## src/rtl/ccff_bitstream_loader_pkg.sv

```systemverilog
// Shared types and constants for the ccff bitstream loader and its readback packer.
package ccff_bitstream_loader_pkg;

  localparam int unsigned WORD_W_DEFAULT = 32;

  typedef enum logic [1:0] {
    IDLE,
    LOAD,
    DRAIN,
    DONE
  } state_t;

  // Number of bitstream words required to fill a chain of chain_len bits.
  function automatic int unsigned words_needed(input int unsigned chain_len,
                                               input int unsigned word_w);
    return (chain_len + word_w - 1) / word_w;
  endfunction

endpackage

```

## src/rtl/ccff_rb_packer.sv

```systemverilog
// Serial-to-word readback packer: collects chain tail bits MSB-first into words,
// with a left-aligned, zero-filled flush of a final partial word.
module ccff_rb_packer
  import ccff_bitstream_loader_pkg::*;
#(
  parameter int unsigned WORD_W = WORD_W_DEFAULT
) (
  input  logic              clk,
  input  logic              rst_n,
  input  logic              clear,
  input  logic              capture,
  input  logic              tail,
  input  logic              flush,
  output logic              rb_valid,
  output logic [WORD_W-1:0] rb_data,
  output logic              empty
);

  localparam int unsigned FILL_W = $clog2(WORD_W + 1);

  logic [WORD_W-1:0] rb_shift;
  logic [WORD_W-1:0] rb_shift_next;
  logic [FILL_W-1:0] fill;

  // Next shift contents and empty flag.
  always_comb begin
    rb_shift_next = (rb_shift << 1) | WORD_W'(tail);
    empty         = (fill == '0);
  end

  // Capture one bit per chain shift; publish full words, flush partial word on request.
  always_ff @(posedge clk or negedge rst_n) begin
    if (!rst_n) begin
      rb_shift <= '0;
      fill     <= '0;
      rb_valid <= 1'b0;
      rb_data  <= '0;
    end else if (clear) begin
      rb_shift <= '0;
      fill     <= '0;
      rb_valid <= 1'b0;
    end else begin
      rb_valid <= 1'b0;
      if (capture) begin
        if (fill == FILL_W'(WORD_W - 1)) begin
          rb_data  <= rb_shift_next;
          rb_valid <= 1'b1;
          rb_shift <= '0;
          fill     <= '0;
        end else begin
          rb_shift <= rb_shift_next;
          fill     <= fill + 1'b1;
        end
      end else if (flush && (fill != '0)) begin
        rb_data  <= rb_shift << (FILL_W'(WORD_W) - fill);
        rb_valid <= 1'b1;
        rb_shift <= '0;
        fill     <= '0;
      end
    end
  end

endmodule

```

## src/rtl/ccff_bitstream_loader.sv

```systemverilog
// Configuration-chain feeder: serializes bitstream words MSB-first onto ccff_head,
// drives the chain clock enable, and packs ccff_tail bits into readback words.
module ccff_bitstream_loader
  import ccff_bitstream_loader_pkg::*;
#(
  parameter int unsigned CHAIN_LEN = 1024,
  parameter int unsigned WORD_W    = WORD_W_DEFAULT
) (
  input  logic              prog_clk,
  input  logic              pReset,
  input  logic              start,
  input  logic              abort,
  input  logic              word_valid,
  input  logic [WORD_W-1:0] word_data,
  output logic              word_ready,
  output logic              ccff_head,
  output logic              cfg_clk_en,
  input  logic              ccff_tail,
  output logic              rb_valid,
  output logic [WORD_W-1:0] rb_data,
  output logic              busy,
  output logic              done
);

  localparam int unsigned CNT_W   = $clog2(CHAIN_LEN + 1);
  localparam int unsigned N_WORDS = words_needed(CHAIN_LEN, WORD_W);
  localparam int unsigned WCNT_W  = $clog2(N_WORDS + 1);
  localparam int unsigned SCNT_W  = $clog2(WORD_W + 1);

  state_t            state;
  state_t            state_next;
  logic [WORD_W-1:0] shift_reg;
  logic [SCNT_W-1:0] shift_cnt;
  logic [WORD_W-1:0] hold_reg;
  logic              hold_full;
  logic [CNT_W-1:0]  bit_cnt;
  logic [WCNT_W-1:0] words_acc;
  logic              accept;
  logic              emit;
  logic              refill;
  logic              chain_full;
  logic              rb_empty;

  // Handshake, emit and refill qualifiers for the current cycle.
  always_comb begin
    chain_full = (bit_cnt == CNT_W'(CHAIN_LEN));
    emit       = (state == LOAD) && (shift_cnt != '0) && !chain_full && !abort;
    accept     = word_valid && word_ready;
    refill     = (shift_cnt == '0) || (emit && (shift_cnt == SCNT_W'(1)));
  end

  // State register.
  always_ff @(posedge prog_clk or negedge pReset) begin
    if (!pReset) state <= IDLE;
    else         state <= state_next;
  end

  // Next-state logic; abort overrides everything, including a same-cycle start.
  always_comb begin
    state_next = state;
    case (state)
      IDLE:    if (start) state_next = LOAD;
      LOAD:    if (chain_full) state_next = DRAIN;
      DRAIN:   if (rb_empty) state_next = DONE;
      DONE:    if (start) state_next = LOAD;
      default: state_next = IDLE;
    endcase
    if (abort) state_next = IDLE;
  end

  // FSM-derived outputs.
  always_comb begin
    busy       = (state == LOAD) || (state == DRAIN);
    done       = (state == DONE);
    word_ready = (state == LOAD) && !hold_full && (words_acc < WCNT_W'(N_WORDS));
  end

  // Double-buffered datapath. When the shift register empties (or issues its last
  // bit) it is refilled from the holding register if occupied, else straight from an
  // accepted word, so an empty pipeline costs one accept edge before the first emit.
  always_ff @(posedge prog_clk or negedge pReset) begin
    if (!pReset) begin
      shift_reg <= '0;
      shift_cnt <= '0;
      hold_reg  <= '0;
      hold_full <= 1'b0;
      bit_cnt   <= '0;
      words_acc <= '0;
    end else if (state_next != LOAD) begin
      shift_reg <= '0;
      shift_cnt <= '0;
      hold_reg  <= '0;
      hold_full <= 1'b0;
      bit_cnt   <= '0;
      words_acc <= '0;
    end else begin
      if (accept) words_acc <= words_acc + 1'b1;
      if (emit)   bit_cnt   <= bit_cnt + 1'b1;
      if (refill) begin
        if (hold_full) begin
          shift_reg <= hold_reg;
          shift_cnt <= SCNT_W'(WORD_W);
          hold_full <= 1'b0;
        end else if (accept) begin
          shift_reg <= word_data;
          shift_cnt <= SCNT_W'(WORD_W);
        end else begin
          shift_reg <= '0;
          shift_cnt <= '0;
        end
      end else begin
        if (emit) begin
          shift_reg <= shift_reg << 1;
          shift_cnt <= shift_cnt - 1'b1;
        end
        if (accept) begin
          hold_reg  <= word_data;
          hold_full <= 1'b1;
        end
      end
    end
  end

  // Registered chain outputs; ccff_head holds its value while the chain is stalled.
  always_ff @(posedge prog_clk or negedge pReset) begin
    if (!pReset) begin
      ccff_head  <= 1'b0;
      cfg_clk_en <= 1'b0;
    end else begin
      cfg_clk_en <= emit;
      if (emit) ccff_head <= shift_reg[WORD_W-1];
    end
  end

  ccff_rb_packer #(
    .WORD_W(WORD_W)
  ) u_rb_packer (
    .clk     (prog_clk),
    .rst_n   (pReset),
    .clear   (abort),
    .capture (cfg_clk_en),
    .tail    (ccff_tail),
    .flush   (state == DRAIN),
    .rb_valid(rb_valid),
    .rb_data (rb_data),
    .empty   (rb_empty)
  );

endmodule

```

## config.mk

```make
export PLATFORM = sky130hd
export DESIGN_NAME = ccff_bitstream_loader
export DESIGN_NICKNAME = d
export VERILOG_FILES = /design/src/rtl/ccff_bitstream_loader_pkg.sv /design/src/rtl/ccff_rb_packer.sv /design/src/rtl/ccff_bitstream_loader.sv
export SDC_FILE = /design/constraint.sdc
export NUM_CORES = 1
export LEC_CHECK = 0
export CAP_MARGIN = 25
export CELL_PAD_IN_SITES_DETAIL_PLACEMENT = 1
export CELL_PAD_IN_SITES_GLOBAL_PLACEMENT = 2
export CORE_MARGIN = 2
export CORE_UTILIZATION = 39
export DETAILED_ROUTE_END_ITERATION = 10
export PLACE_DENSITY = 0.93
export SLEW_MARGIN = 20
export SYNTH_ARGS = -nofsm -noshare
export SYNTH_HDL_FRONTEND = slang
export SYNTH_HIERARCHICAL = 1
export SYNTH_SLANG_ARGS = --single-unit
```

## constraint.sdc

```tcl
create_clock -name prog_clk -period 5.2 [get_ports prog_clk]
set_input_delay 1.3 -clock prog_clk [delete_from_list [all_inputs] [get_ports prog_clk]]
set_output_delay 1.3 -clock prog_clk [all_outputs]
set_load 0.005 [all_outputs]
```

==> results of run 1 <==
## worst paths after layout
kind / slack, ps / depth (start not counted) / from / end
max in group asynchronous: 3430 / 3 / pReset / hold_reg[31]$_DFFE_PN0P_
min in group asynchronous: 720 / 1 / pReset / u_rb_packer/rb_shift[14]$_DFFE_PN0P_
hold / removal: 480 / 2 / u_rb_packer/rb_data[3]$_DFFE_PN0P_ / u_rb_packer/rb_data[3]$_DFFE_PN0P_
setup reg to reg: 1390 / 7 / u_rb_packer/fill[0]$_DFFE_PN0P_ / u_rb_packer/rb_data[31]$_DFFE_PN0P_
hold reg to reg: 480 / 2 / u_rb_packer/rb_data[3]$_DFFE_PN0P_ / u_rb_packer/rb_data[3]$_DFFE_PN0P_
setup / recovery: 1360 / 9 / abort / shift_reg[16]$_DFFE_PN0P_
## tightest hold or removal path, cell delays in order (launching register included)
cell and delay, ps:
dfrtp_1 340, nand2_1 40, o21ai_0 60
## area by class of cell
| class | count | area share, % |
|---|---|---|
| timing repair buffer | 97 | 8.85 |
| clock inverter | 13 | 1.30 |
| inverter | 16 | 0.544 |
| multi-input combinational | 680 | 44.7 |
| sequential | 163 | 36.9 |
| tap | 324 | 3.67 |
| clock buffer | 19 | 4.01 |
## through the flow
step	util [%]	instance area, um^2	cells
3_3_place_gp	43.0	10400	1276
4_1_cts	45.4	11000	1309
2_1_floorplan	-	9570	950
6_report	45.7	11000	1312
3_5_place_dp	43.0	10400	1277
5_1_grt	45.7	11000	1312
## power breakdown
| part | switching (W) | internal (W) |
|---|---|---|
| clock network | 0.000586 | 0.000691 |
| logic | 0.000417 | 0.000251 |
| registers | 0.0000541 | 0.00134 |
## cells in the mapped netlist (2+ instances only)
master     instances  area, um^2
o21ai_1            3        15.0
a311oi_1          32         280
clkbuf_1          33         124
a21oi_1           52         260
buf_6             12         135
a211oi_1           6        45.0
a221oi_1          41         359
o21ai_0           14        70.1
buf_2             34         170
or2_1              2        12.5
nand3_1           48         240
o21a_1             4        30.0
mux2_2            19         214
a2111oi_0          3        26.3
or2_2              3        18.8
nor2_1            58         218
xor2_1            15         131
and3_1             5        31.3
dfrtp_1          163        4080
a31oi_1           13        81.3
mux2i_1           27         270
xnor2_1            7        61.3
o211ai_1          17         128
nand2b_1          13        81.3
nand4_1            6        37.5
ha_1              12         150
buf_4              8        60.1
nor3b_1            2        15.0
mux4_2            31         698
nor2b_1            5        31.3
and2_1             2        12.5
a32oi_1           10        87.6
nor4_1             3        18.8
buf_1              3        11.3
nand2_1          154         578
inv_1             15        56.3
nor3_1             7        35.0
a22o_1            34         298
nand3b_1           2        15.0
## per-layer routing
| layer | wire, um | track usage, % |
|---|---|---|
| met5 | 0 | 0 |
| met4 | 446 | 6.47 |
| met3 | 1750 | 5.32 |
| met2 | 13200 | 34.4 |
| met1 | 12600 | 31.6 |
## cells by family (layout without fill, tap and decap cells)
group                    after synthesis  after routing  share of synthesized area (%)
flip-flops                           163            163                           42.6
AO/OA/AOI/OAI                        246            246                           19.7
multiplexers                          79             79                           12.8
AND/OR/NAND/NOR                      320            320                           15.0
XOR/XNOR                              23             23                           2.30
buffers and inverters                107            145                           6.06
adder cells (fa/ha/maj)               12             12                           1.57
==> key figures, run 1 <==
Logic synthesis
  – Synth unique cells: 71
  – Avg Cell Area, Syn: 10.1 um^2
  – Synthesis Warnings: 6
  – Post-Synthesis Cells: 950
  – Post-synth EDFFs: 0
  – Synth Cell Area: 9570 um^2
  – Synth Net Count: 1000
  – Sequential share of the synthesized area: 42.6%
  – Top_reg_cell synth: dfrtp_1
  – Seq cells post-synth: 163
  – Synth async-reset ratio: 100%

Timing
  – Final hold vios: 0
  – Max-slew headroom: 33.9%
  – Final max-slew violation count: 0
  – Worst Skew: 18.8 ps
  – Setup TNS: 0 ps
  – RSZ-0062 raised after global routing: false
  – Hold_ws: 480 ps
  – Final setup fails: 0
  – Fin worst setup slack: 1360 ps
  – Tcrit/Tclk final: 73.9%
  – Worst Tran Pin Value: 966 ps
  – Fin crit period: 3840 ps
  – Fmax: 260 MHz

Detailed routing
  – Routed Antenna Nets: 0
  – DR iter-0 viols: 707
  – Vias: 7978
  – Routed WL: 28.0 mm
  – Post-detailed-route wirelength per cell: 21.3 um
  – DRC viols: 0
  – Pre-antenna DRT Iters: 5
  – Post-DR vias/cell: 6.08

Critical path
  – Most frequent CP cell: buf_4
  – Delay-heaviest family, CP: buffers and inverters
  – CP max stage cell: clkdlybuf4s50_1
  – Worst Setup End Kind: flip-flop
  – CP Cell Sequence: clkdlybuf4s50_1 > nand2b_1 > a21oi_1 > nand2_2 > buf_4 > inv_1 > buf_4 > nand2_1 > a311oi_1
  – CP Max Fanout: 37
  – Kind of critical path: in -> reg
  – Startpoint Class: input port
  – Max stage delay on crit path: 730 ps
  – CP Data Required Time: 5540 ps
  – CP arrival: 4190 ps
  – Buf/Inv on CP: 4

Global routing
  – First-pass GRT wire length: 46.0 mm
  – Vias in the first global route: 8209
  – Total gr overflow: 0
  – Pin count of the biggest net entering global routing: 101
  – Total GRT Usage: 22.4%
  – Antenna violations before repair: 0

Placed design
  – Final HPWL DP: 18.0 mm
  – Post-place setup slack: 914 ps
  – PortBufs: 75
  – Routability cong.: 0.849

Cells and area
  – Area grow syn2layout: 15.4%
  – # diodes: 0
  – Final nets: 1025
  – Reg area: 4080 um^2
  – Most frequent cells in the layout: dfrtp_1 (162), nand2_1 (154), clkdlybuf4s50_1 (74)
  – Layout fillers: 2680
  – Footprint of the multi-input gates: 4930 um^2
  – Layout cell share with drive strength beyond 1: 12.8%
  – Commonest non-fill, non-tap cell in the layout: dfrtp_1

Clocking
  – Worst skew pair latency: 450 ps
  – Setup Fix Bufs, Post-CTS: 0
  – Cts hold-fix bufs: 0
  – Clk root buf: clkbuf_16
  – CTS Buf Count: 17
  – CTS H-tree depth: 4
  – CTS tree: yes
  – Worst-path clk slew: 80 ps
  – Post-cts sizing count: 0
  – Clock Sinks: 163
  – CTS max path bufs: 2

Outcome
  – Status: finished, final reports clean

Job
  – Max cap viols: 0

Power
  – P_leak: 4.21 nW
  – Pwr Total: 0.00334 W
  – VDD IR max: 306 uV
  – Power density cells: 302 nW/um^2

Floorplan
  – Rows: 57
  – DIE WIDTH: 161 um
  – Initial Util: 39.6%
  – Top Ports: 76
  – Core Box Area: 24200 um^2
  – Total Die Area: 25800 um^2
  – Chip Height: 161 um

Worst hold path
  – Min-delay worst type: reg -> reg
Note: power is estimated with default switching activity, not from simulation.
==> inputs of run 2 (changes only) <==
--- a/config.mk
+++ b/config.mk
@@ -9,9 +9,9 @@
 export CELL_PAD_IN_SITES_DETAIL_PLACEMENT = 1
 export CELL_PAD_IN_SITES_GLOBAL_PLACEMENT = 2
 export CORE_MARGIN = 2
-export CORE_UTILIZATION = 39
+export CORE_UTILIZATION = 35
 export DETAILED_ROUTE_END_ITERATION = 10
-export PLACE_DENSITY = 0.93
+export PLACE_DENSITY = 0.88
 export SLEW_MARGIN = 20
 export SYNTH_ARGS = -nofsm -noshare
 export SYNTH_HDL_FRONTEND = slang
==> constraint.sdc (replaced) <==
create_clock -name prog_clk -period 3.25 [get_ports prog_clk]
set_input_delay 0.8125 -clock prog_clk [delete_from_list [all_inputs] [get_ports prog_clk]]
set_output_delay 0.8125 -clock prog_clk [all_outputs]
set_load 0.005 [all_outputs]
==> run 2 against run 1 <==
Sequential power is 60% higher. Combinational power increased by 68%. Cell count up 2.8%. Core utilization down 3.8 points. Clock power rose by 62%. Non-clock buffer count rose by 20. Via count decreased by 0.20%. Count of clock-buffer cells in the layout is the same. Worst setup slack worse by 1100 ps. Critical path type is now reg -> reg. Critical endpoint is now u_rb_packer/rb_data[31]$_DFFE_PN0P_.
==> key figures, run 2 (same netlist as run 1, synthesis figures left out) <==
Detailed routing
  – Post-detailed-route wirelength per cell: 20.8 um (-2.2%)
  – Routed length on met1: 13.4 mm (+6.7%)
  – Met2 wire len: 13.2 mm (+0.24%)
  – DR top layer: met4
  – Routed Antenna Nets: 0 (unchanged)
  – Vias: 7962 (-0.20%)
  – Post-DR vias/cell: 5.90 (-2.9%)
  – DR iter-0 viols: 522 (-26%)
  – Routed WL: 28.1 mm (+0.54%)
  – DRC viols: 0 (unchanged)
  – Pre-antenna DRT Iters: 5 (unchanged)
  – DR WL met3: 1.15 mm (-34%)

Timing
  – Final hold vios: 0 (unchanged)
  – Max-slew headroom: 49.3% (+15 points)
  – Final setup fails: 0 (unchanged)
  – Fin crit period: 2960 ps
  – Fmax: 338 MHz
  – RSZ-0062 raised after global routing: false
  – Final max-slew violation count: 0 (unchanged)
  – Worst Skew: 10.4 ps (-8.36 ps)
  – Tcrit/Tclk final: 91.1%
  – Setup TNS: 0 ps (unchanged)
  – Worst Tran Pin Value: 742 ps (-225 ps)
  – Fin worst setup slack: 290 ps (-1070 ps)

Global routing
  – Total gr overflow: 0 (unchanged)
  – Vias in the first global route: 8101 (-1.3%)
  – Pin count of the biggest net entering global routing: 78 (-23%)
  – First-pass GRT wire length: 45.3 mm (-1.6%)
  – Antenna violations before repair: 0 (unchanged)
  – Total GRT Usage: 19.9% (-2.5 points)

Power
  – VDD IR max: 426 uV (+39%)
  – Logic pwr share: 20.7% (+0.7 points)
  – Pwr Total: 0.00542 W (+62%)
  – Clock share of power: 38.2% (about the same)
  – Part of the power in registers: 41.1% (-0.6 points)
  – Switching fraction of total power: 30.5% (-1.2 points)
  – NetSw: 0.00165 W (+56%)
  – P_leak: 4.31 nW (+2.3%)
  – Power density cells: 481 nW/um^2 (+59%)
  – Pint: 0.00377 W (+65%)

Placed design
  – Post-place setup slack: 184 ps (-729 ps)
  – Routability cong.: 0.926 (+9.1%)
  – Placed insts: 1317 (+3.1%)
  – PortBufs: 75 (unchanged)
  – Final HPWL DP: 18.8 mm (+4.7%)

Cells and area
  – Area grow syn2layout: 17.7%
  – Layout fillers: 2956 (+10%)
  – # diodes: 0 (unchanged)
  – Final nets: 1045 (+2.0%)
  – Layout Utilization: 41.9% (-3.8 points)
  – Non-Filler Instances: 1349 (+2.8%)
  – Layout cell share with drive strength beyond 1: 14.7% (+1.9 points)
  – Commonest non-fill, non-tap cell in the layout: dfrtp_1
  – Most frequent cells in the layout: dfrtp_1 (162), nand2_1 (154), clkdlybuf4s50_1 (74)

Critical path
  – Kind of critical path: reg -> reg
  – Reg2reg end: u_rb_packer/rb_data[31]$_DFFE_PN0P_
  – CP Max Fanout: 22 (-41%)
  – CP arrival: 3270 ps (-920 ps)
  – FF-to-FF Start: u_rb_packer/fill[1]$_DFFE_PN0P_
  – Reg2Reg Setup Slack: 290 ps (-1100 ps)
  – Startpoint Class: flip-flop
  – CP Data Required Time: 3560 ps (-1980 ps)
  – Worst Setup End Kind: flip-flop
  – Cells on worst reg2reg path: 8 (+1)

Clocking
  – Clk root buf: clkbuf_16
  – CTS Buf Count: 17 (unchanged)
  – Post-cts sizing count: 0 (unchanged)
  – CTS H-tree depth: 4 (unchanged)
  – Clock Sinks: 163 (unchanged)
  – Worst-path clk slew: 70 ps (about the same)
  – Setup Fix Bufs, Post-CTS: 0 (unchanged)
  – CTS tree: yes
  – Worst skew pair latency: 430 ps (-20 ps)
  – CTS max path bufs: 2 (unchanged)
  – Cts hold-fix bufs: 0 (unchanged)

Floorplan
  – Top Ports: 76 (unchanged)
  – Initial Util: 35.6% (-4.0 points)
  – Chip Height: 169 um (+5.4%)
  – Rows: 60 (+5.3%)
  – Core Box Area: 26900 um^2 (+11%)
  – DIE WIDTH: 169 um (+5.4%)
  – Total Die Area: 28700 um^2 (+11%)

Outcome
  – Status: finished, final reports clean

Worst hold path
  – Min-delay worst type: in -> async

Job
  – Max cap viols: 0 (unchanged)
-- run 2: changes by cell type in the layout (fill, tap and decap cells not counted), sizes merged --
cell	change
inv	-1
clkinvlp	+3
dlymetal6s2s	-1
clkinv	-3
clkdlybuf4s18	-1
buf	+22
bufinv	+1
-- run 2: power by group through the flow --
stage,clock [W],combinational (W),sequential (W)
5_1_grt,0.00220,0.00124,0.00224
2_1_floorplan,0,0.000733,0.00224
4_1_cts,0.00211,0.00114,0.00222
3_5_place_dp,0,0.00113,0.00226
6_report,0.00207,0.00112,0.00222
3_3_place_gp,0,0.00111,0.00226
-- run 2: worst max path at each step --
stage	from	to	slack [ps]	depth (start not counted)
4_1_cts	u_rb_packer/fill[1]$_DFFE_PN0P_	u_rb_packer/rb_data[31]$_DFFE_PN0P_	300	8
3_3_place_gp	start	shift_reg[11]$_DFFE_PN0P_	290	7
5_1_grt	u_rb_packer/fill[0]$_DFFE_PN0P_	u_rb_packer/rb_data[14]$_DFFE_PN0P_	90	9
3_5_place_dp	start	shift_reg[18]$_DFFE_PN0P_	180	7
2_1_floorplan	u_rb_packer/fill[0]$_DFFE_PN0P_	shift_cnt[1]$_DFFE_PN0P_	250	13
6_report	u_rb_packer/fill[1]$_DFFE_PN0P_	u_rb_packer/rb_data[31]$_DFFE_PN0P_	290	8
-- run 2: per-stage QoR --
step / instance area, um^2 / hold slack (ps)
floorplan: 9570 / 439
global placement: 10700 / 466
detailed placement: 10700 / 474
CTS: 11300 / 293
global route: 11300 / 305
finish: 11300 / 284
-- run 2: area by class of cell --
cell class | instances | area [um^2] | share of cell area, %
Multi-Input combinational cell | 680 | 4930 | 43.8
Inverter | 16 | 60.1 | 0.533
Clock inverter | 13 | 146 | 1.30
Tap cell | 341 | 427 | 3.79
Clock buffer | 19 | 453 | 4.02
Timing Repair Buffer | 117 | 1170 | 10.4
Sequential cell | 163 | 4080 | 36.2
-- run 2: critical path: stages, from the launching register on --
cell,delay (ps)
dfrtp_1,380
inv_1,60
ha_2,680
buf_4,340
mux4_2,400
mux4_2,480
a222oi_1,240
buf_4,190
a21oi_1,60
-- run 2: per-layer routing --
layer	vias up	global-route usage, %
met1	4118	28.5
met4	0	4.72
li1	3632	-
met2	194	31.8
met5	-	0
met3	18	2.94
==> inputs of run 3 (changes only) <==
--- a/config.mk
+++ b/config.mk
@@ -17,3 +17,4 @@
 export SYNTH_HDL_FRONTEND = slang
 export SYNTH_HIERARCHICAL = 1
 export SYNTH_SLANG_ARGS = --single-unit
+export TNS_END_PERCENT = 100
==> results of run 3 <==
Same layout as run 2: the final DEF is identical, and so are final timing and power.
